File: src/rtl/weight_accum_pkg.sv
// Shared defaults and helpers for the multi-lane weight accumulator.
// Saturation bounds are only consumed when ACCUM_SAT_EN is defined.
package weight_accum_pkg;

  localparam int DEF_LANES  = 16;
  localparam int DEF_IN_W   = 8;
  localparam int DEF_ACC_W  = 24;
  localparam int DEF_CNT_W  = 8;
  localparam int DEF_SIGNED = 1;

  // Bounds are returned 64 bits wide; callers truncate to their accumulator width.
  function automatic logic [63:0] sat_max(int acc_w, int is_signed);
    if (is_signed != 0) return (64'd1 << (acc_w - 1)) - 64'd1;
    if (acc_w >= 64) return {64{1'b1}};
    return (64'd1 << acc_w) - 64'd1;
  endfunction

  function automatic logic [63:0] sat_min(int acc_w, int is_signed);
    if (is_signed != 0) return {64{1'b1}} << (acc_w - 1);
    return 64'd0;
  endfunction

  function automatic int lane_lsb(int lane, int width);
    return lane * width;
  endfunction

endpackage

File: src/rtl/weight_accum_array_if.sv
// Input-beat and result handshake bundle for weight_accum_array.
// out_ovf exists only when ACCUM_SAT_EN is defined.
interface weight_accum_array_if
  import weight_accum_pkg::*;
#(
  parameter int LANES = DEF_LANES,
  parameter int IN_W  = DEF_IN_W,
  parameter int ACC_W = DEF_ACC_W,
  parameter int CNT_W = DEF_CNT_W
);
  logic                   clear;
  logic [CNT_W-1:0]       cfg_len;
  logic [LANES-1:0]       lane_mask;
  logic                   in_valid;
  logic                   in_ready;
  logic [LANES*IN_W-1:0]  in_val;
  logic                   out_valid;
  logic                   out_ready;
  logic [LANES*ACC_W-1:0] out_sum;
  logic [CNT_W-1:0]       out_last_len;
`ifdef ACCUM_SAT_EN
  logic [LANES-1:0]       out_ovf;
`endif

  modport master (
    output clear, cfg_len, lane_mask, in_valid, in_val, out_ready,
    input  in_ready, out_valid, out_sum, out_last_len
`ifdef ACCUM_SAT_EN
    , input out_ovf
`endif
  );

  modport slave (
    input  clear, cfg_len, lane_mask, in_valid, in_val, out_ready,
    output in_ready, out_valid, out_sum, out_last_len
`ifdef ACCUM_SAT_EN
    , output out_ovf
`endif
  );
endinterface

File: src/rtl/weight_accum_array_accum_lane.sv
// One accumulation lane: extend, add, optional saturate (ACCUM_SAT_EN), mask and clear.
// sum_next is the value including the current beat, so the top can capture a finished block.
module accum_lane
  import weight_accum_pkg::*;
#(
  parameter int IN_W   = DEF_IN_W,
  parameter int ACC_W  = DEF_ACC_W,
  parameter int SIGNED = DEF_SIGNED
) (
  input  logic             clk,
  input  logic             rst,
  input  logic             clear,
  input  logic             accept,
  input  logic             last,
  input  logic             en,
  input  logic [IN_W-1:0]  din,
`ifdef ACCUM_SAT_EN
  output logic             ovf_next,
`endif
  output logic [ACC_W-1:0] sum_next
);

  logic [ACC_W-1:0] acc;
  logic [ACC_W-1:0] ext;
  logic [ACC_W-1:0] added;

  assign ext = (SIGNED != 0) ? ACC_W'($signed(din)) : ACC_W'(din);

`ifdef ACCUM_SAT_EN
  localparam logic [ACC_W-1:0] MAX_V = ACC_W'(sat_max(ACC_W, SIGNED));
  localparam logic [ACC_W-1:0] MIN_V = ACC_W'(sat_min(ACC_W, SIGNED));

  logic [ACC_W:0] wide;
  logic           ovf_add;
  logic           ovf_q;

  // One guard bit exposes overflow; in signed mode its sign says which rail to clamp to.
  always_comb begin
    wide = {(SIGNED != 0) ? acc[ACC_W-1] : 1'b0, acc}
         + {(SIGNED != 0) ? ext[ACC_W-1] : 1'b0, ext};
    if (SIGNED != 0) begin
      ovf_add = wide[ACC_W] ^ wide[ACC_W-1];
      added   = ovf_add ? (wide[ACC_W] ? MIN_V : MAX_V) : wide[ACC_W-1:0];
    end else begin
      ovf_add = wide[ACC_W];
      added   = ovf_add ? MAX_V : wide[ACC_W-1:0];
    end
  end

  assign ovf_next = ovf_q | (en & ovf_add);

  always_ff @(posedge clk) begin
    if (rst || clear) ovf_q <= 1'b0;
    else if (accept)  ovf_q <= last ? 1'b0 : ovf_next;
  end
`else
  assign added = acc + ext;
`endif

  assign sum_next = en ? added : acc;

  always_ff @(posedge clk) begin
    if (rst || clear) acc <= '0;
    else if (accept)  acc <= last ? '0 : sum_next;
  end

endmodule

File: src/rtl/weight_accum_array.sv
// Double-buffered multi-lane weight accumulator: block counting, length latch and result buffer.
// Optional saturating arithmetic and out_ovf under ACCUM_SAT_EN.
module weight_accum_array
  import weight_accum_pkg::*;
#(
  parameter int LANES  = DEF_LANES,
  parameter int IN_W   = DEF_IN_W,
  parameter int ACC_W  = DEF_ACC_W,
  parameter int CNT_W  = DEF_CNT_W,
  parameter int SIGNED = DEF_SIGNED
) (
  input logic                 clk,
  input logic                 rst,
  weight_accum_array_if.slave bus
);

  logic [CNT_W-1:0]       count;
  logic [CNT_W-1:0]       len_q;
  logic [CNT_W-1:0]       eff_len;
  logic [CNT_W-1:0]       last_len_q;
  logic                   last;
  logic                   accept;
  logic                   out_valid_q;
  logic [LANES*ACC_W-1:0] sum_next;
  logic [LANES*ACC_W-1:0] out_sum_q;
`ifdef ACCUM_SAT_EN
  logic [LANES-1:0]       ovf_next;
  logic [LANES-1:0]       out_ovf_q;
`endif

  // The first beat of a block uses cfg_len directly since the latch is only loaded on that beat.
  always_comb begin
    eff_len = len_q;
    if (count == '0) eff_len = (bus.cfg_len == '0) ? CNT_W'(1) : bus.cfg_len;
  end

  assign last         = (count == eff_len - CNT_W'(1));
  assign bus.in_ready = !rst && !(out_valid_q && !bus.out_ready && last);
  assign accept       = bus.in_valid && bus.in_ready && !bus.clear;

  for (genvar i = 0; i < LANES; i++) begin : g_lane
    accum_lane #(
      .IN_W   (IN_W),
      .ACC_W  (ACC_W),
      .SIGNED (SIGNED)
    ) u_lane (
      .clk      (clk),
      .rst      (rst),
      .clear    (bus.clear),
      .accept   (accept),
      .last     (last),
      .en       (bus.lane_mask[i]),
      .din      (bus.in_val[lane_lsb(i, IN_W) +: IN_W]),
`ifdef ACCUM_SAT_EN
      .ovf_next (ovf_next[i]),
`endif
      .sum_next (sum_next[lane_lsb(i, ACC_W) +: ACC_W])
    );
  end

  // A completing block wins over a drain in the same cycle so the buffer reloads without a gap.
  always_ff @(posedge clk) begin
    if (rst) begin
      count       <= '0;
      len_q       <= CNT_W'(1);
      out_valid_q <= 1'b0;
      out_sum_q   <= '0;
      last_len_q  <= '0;
`ifdef ACCUM_SAT_EN
      out_ovf_q   <= '0;
`endif
    end else begin
      if (bus.clear) begin
        count <= '0;
      end else if (accept) begin
        count <= last ? '0 : count + CNT_W'(1);
        if (count == '0) len_q <= eff_len;
      end
      if (accept && last) begin
        out_valid_q <= 1'b1;
        out_sum_q   <= sum_next;
        last_len_q  <= eff_len;
`ifdef ACCUM_SAT_EN
        out_ovf_q   <= ovf_next;
`endif
      end else if (out_valid_q && bus.out_ready) begin
        out_valid_q <= 1'b0;
      end
    end
  end

  assign bus.out_valid    = out_valid_q;
  assign bus.out_sum      = out_sum_q;
  assign bus.out_last_len = last_len_q;
`ifdef ACCUM_SAT_EN
  assign bus.out_ovf      = out_ovf_q;
`endif

endmodule

File: src/flat_wrapper.sv
// flat-port wrapper written by rule: the top's interface ports become plain ports
module weight_accum_array_flat import weight_accum_pkg::*;
#(
  parameter int LANES  = DEF_LANES,
  parameter int IN_W   = DEF_IN_W,
  parameter int ACC_W  = DEF_ACC_W,
  parameter int CNT_W  = DEF_CNT_W,
  parameter int SIGNED = DEF_SIGNED
)
  (clk, rst, bus_clear, bus_cfg_len, bus_lane_mask, bus_in_valid, bus_in_val, bus_out_ready, bus_in_ready, bus_out_valid, bus_out_sum, bus_out_last_len);
  weight_accum_array_if #(.LANES(LANES), .IN_W(IN_W), .ACC_W(ACC_W), .CNT_W(CNT_W)) bus_i ();
  input logic clk;
  input logic rst;
  input wire logic [$bits(bus_i.clear)-1:0] bus_clear;
  input wire logic [$bits(bus_i.cfg_len)-1:0] bus_cfg_len;
  input wire logic [$bits(bus_i.lane_mask)-1:0] bus_lane_mask;
  input wire logic [$bits(bus_i.in_valid)-1:0] bus_in_valid;
  input wire logic [$bits(bus_i.in_val)-1:0] bus_in_val;
  input wire logic [$bits(bus_i.out_ready)-1:0] bus_out_ready;
  output wire logic [$bits(bus_i.in_ready)-1:0] bus_in_ready;
  output wire logic [$bits(bus_i.out_valid)-1:0] bus_out_valid;
  output wire logic [$bits(bus_i.out_sum)-1:0] bus_out_sum;
  output wire logic [$bits(bus_i.out_last_len)-1:0] bus_out_last_len;
  assign bus_i.clear = bus_clear;
  assign bus_i.cfg_len = bus_cfg_len;
  assign bus_i.lane_mask = bus_lane_mask;
  assign bus_i.in_valid = bus_in_valid;
  assign bus_i.in_val = bus_in_val;
  assign bus_i.out_ready = bus_out_ready;
  assign bus_in_ready = bus_i.in_ready;
  assign bus_out_valid = bus_i.out_valid;
  assign bus_out_sum = bus_i.out_sum;
  assign bus_out_last_len = bus_i.out_last_len;
  weight_accum_array #(.LANES(LANES), .IN_W(IN_W), .ACC_W(ACC_W), .CNT_W(CNT_W), .SIGNED(SIGNED)) u_core (.clk(clk), .rst(rst), .bus(bus_i));
endmodule
File: config.mk
export PLATFORM = sky130hd
export DESIGN_NAME = weight_accum_array_flat
export DESIGN_NICKNAME = d
export VERILOG_FILES = /design/src/rtl/weight_accum_pkg.sv /design/src/rtl/weight_accum_array_if.sv /design/src/rtl/weight_accum_array_accum_lane.sv /design/src/rtl/weight_accum_array.sv /design/src/flat_wrapper.sv
export SDC_FILE = /design/constraint.sdc
export NUM_CORES = 2
export LEC_CHECK = 0
export BUFFER_PORTS_ARGS = -buffer_cell sky130_fd_sc_hd__clkbuf_2
export CELL_PAD_IN_SITES_DETAIL_PLACEMENT = 0
export CELL_PAD_IN_SITES_GLOBAL_PLACEMENT = 1
export CORE_AREA = 2 2 318 320
export DETAILED_ROUTE_END_ITERATION = 10
export DIE_AREA = 0 0 320 322
export PLACE_DENSITY = 0.92
export SETUP_SLACK_MARGIN = 0.15
export SLEW_MARGIN = 20
export SYNTH_ARGS = -nofsm -noshare
export SYNTH_HDL_FRONTEND = slang
export SYNTH_SLANG_ARGS = --single-unit
File: constraint.sdc
create_clock -name clk -period 7.7 [get_ports clk]
set_input_delay 1.54 -clock clk [delete_from_list [all_inputs] [get_ports clk]]
set_output_delay 1.54 -clock clk [all_outputs]
set_load 0.01 [all_outputs]
==> metrics <==
Max Transition Viols Final=0; slowest CP cell=nor2_1; total track usage=25.8%; die footprint=about 100000 um2; Worst setup SP type=input port; Leak Pwr=23.0 nW; io pins=551; final cell count without fillers=7504; internal power=7.35 mW; TNS Setup=0 ns; combinational fraction of design power=approximately 11%; pwr dens=183 nW/um2; initial antenna violation count=5; die width=320 um; cts repair resizes=0; WL final=roughly 140000 um; worst r2r path cells=14; Slowest Stage Delay on Critical Path=0.68 ns; asr flop ratio synth=0%; Post-synth EDFFs=0; hold crit path type=flip-flop to flip-flop; largest net degree at the start of global routing=between 150 and 200; Via density=5.78; Clock Latency Late Sink=0.69 ns; DPL Wire Length=93000 um; Post-Synthesis Cells=5770; dpl cells=~7300; CP bufs+invs=2; CTS tree=done; first-pass GRT wire length=218000 um; count leader, synth=dfxtp_1; post-synthesis simple-gate area fraction=15.9%; CP Class=input port to output pin; cell row count=116; power share of the clock group=a little under half; WL met2=62800 um; CTS Buffer Depth=3; Clock transition at path regs=0.06 ns; clock sink total=793; Worst Skew=0.0280 ns; WP depth=13; Vias=43400; xor/xnor share of the synthesized area=5.94%; DR top layer=met5; Synth Area in Adders=10.4%; post-synth cell types=85; CTS HTree Levels=3; Die Ht=roughly 320 um; Slew HR=26.1%; Fin. Hold Viols=0; 1st-pass router iterations=6; critical-path cell list=clkbuf_2 > or4_1 > o41a_1 > nor2_1 > a21oi_4 > ha_1 > xor2_1 > xnor2_1 > nor4_4 > nand3_2 > nor2_1 > nor2_1 > clkbuf_2; sequential element share of the synthesized area=33.4%; IO buf count=550; Nets=6670; cell accounting for the most synthesized area=dfxtp_1; DRC=0; Synthesis Warnings=0; routability cong.=0.920; Main synth FF type=dfxtp_1; outcome=finished, final reports clean; flop-to-flop setup slack=around 2.9 ns; vias in the first global route=41300; area share of the largest cell type after synthesis=around a third; wl on met1=61500 um; Maximum Capacitance Violations=0; VDD IR max=0.182 mV; sw power=2.59 mW; clock root buffer=clkbuf_16; switch share=26.1%; synth cell count leaders=793 x dfxtp_1, 780 x nor2_1, 514 x a21oi_1, 511 x nand2_1, 371 x ha_1; Placeable Area=99600 um2; CP max FO=6; initial DRC count=around 2800; Routed Antenna Nets=0; CP top delay family=simple AND/OR/NAND/NOR gates; Mapped Nets=6314; largest family of logic cells by synthesized area=compound AO/OA/AOI/OAI gates; Period minus WS final=between 6 and 7 ns; Initial Util=47.8%; share of layout cells above drive strength 1=13.3%; CP most frequent cell=nor2_1; Setup Buffers After CTS=0; WL/cell=18.4 um; Worst EP arrival=5.02 ns; hold depth=2; Avg Cell Area, Syn=a little over 8 um2; crit end category=output pin; RSZ-0062 raised after global routing=no; period utilization=85.1%; Synth Cell Area=47600 um2; Synth Area in Compound Gates=about 25%; Final setup viols=0; mux cell area share after synthesis=between 5 and 6%; TritonCTS Buffers=slightly above 90; Sequential Power Share=about two fifths; FMAX=about 150 MHz; Worst Tran Pin Value=1.11 ns; metal3 WL=8570 um; top cells by area, synth=dfxtp_1 33%, ha_1 9.8%, nor2_1 6.2%; P&R area growth vs syn=13.8%; Req. time, crit path=6.16 ns; Seq cells post-synth=793; GRT overflow=0; hold_buf cts=0
## flip-flops by register name (all words and copies together) (netlist names)
name,cells
u_core.bus.out_sum,384
u_core.g_lane.u_lane.acc,384
u_core.count,8
u_core.bus.out_last_len,8
u_core.bus.out_valid,1
u_core.len_q,8
## power groups by stage
stage / registers, mW / clock network [mW] / logic [mW]
global placement: 4.27 / 0 / 1.07
global route: 4.18 / 4.90 / 1.22
finish: 4.18 / 4.66 / 1.11
floorplan: 4.26 / 0 / 0.800
detailed placement: 4.27 / 0 / 1.09
CTS: 4.18 / 4.75 / 1.10
## routing by layer
| metal | up-vias | global-route usage, % |
|---|---|---|
| li1 | 21600 | - |
| met1 | 20500 | 32.8 |
| met2 | 1089 | 42.9 |
| met3 | 255 | 5.36 |
| met4 | 2 | 10.1 |
| met5 | - | 0 |
## area by class of cell
| class | count | area (um2) |
|---|---|---|
| antenna | 4 | 10.0 |
| clock buffer | 124 | 2540 |
| clock inverter | 45 | 636 |
| fill | 9373 | 45400 |
| inverter | 101 | 379 |
| multi-input combinational | 4553 | 29900 |
| sequential | 793 | 15900 |
| tap | 1298 | 1620 |
| timing repair buffer | 586 | 3200 |
## kinds of logic after synthesis
family | count (synthesis)
AOI/OAI and AO/OA | 1824
xor gates and xnor gates | 322
adders and majority gates | 387
buffers and inverters | 424
DFF | 793
muxes | 265
and+or+nand+nor | 1755
## worst min-delay path: cells and delay by family (launching register included)
kind / cells / cell delay (ns)
AOI/OAI and AO/OA: 1 / 0.05
and+or+nand+nor: 1 / 0.05
DFF: 1 / 0.31
## metrics by stage
stage | hold WS, ns | utilization (%) | total power [mW] | area, um2 | setup slack, ns
after floorplan | 0.444 | - | 5.06 | 47600 | 2.44
after global placement | 0.439 | 51.2 | 5.34 | 51000 | 1.30
after detailed placement | 0.444 | 51.2 | 5.36 | 51000 | 1.32
after CTS | 0.452 | 54.4 | 10.0 | 54200 | 1.28
after global routing | 0.465 | 54.4 | 10.3 | 54200 | 1.11
final | 0.449 | 54.4 | 9.94 | 54200 | 1.14
## cells in the final DEF (no fill, tap or decap), drive strengths merged, types with 11 or more instances in the layout
cell type,count
o31ai,27
a31oi,37
a2111oi,12
xnor2,249
nor3,94
o21a,55
ha,371
a211o,18
a22o,11
nor2b,34
a211oi,309
a32o,15
o211ai,24
o21ai,362
nand2b,53
and3,25
clkinv,19
mux2,45
a311oi,14
fa,16
xor2,73
nand3,94
nand4,17
a32oi,32
buf,37
clkbuf,673
inv,107
a21oi,515
mux2i,220
bufinv,14
a21o,119
dfxtp,793
a22oi,120
o22ai,11
o21bai,49
and2,86
or3,19
nor2,781
nand2,512
## path summary, 6_finish.rpt
path | start | end
hold / removal | u_core.bus.out_sum[266] | u_core.bus.out_sum[266]
setup / recovery | bus_cfg_len[3] | bus_in_ready
setup reg to reg | u_core.count[0] | u_core.g_lane[14].u_lane.acc[21]
hold reg to reg | u_core.bus.out_sum[266] | u_core.bus.out_sum[266]
Power figures use the tool's default switching activity.
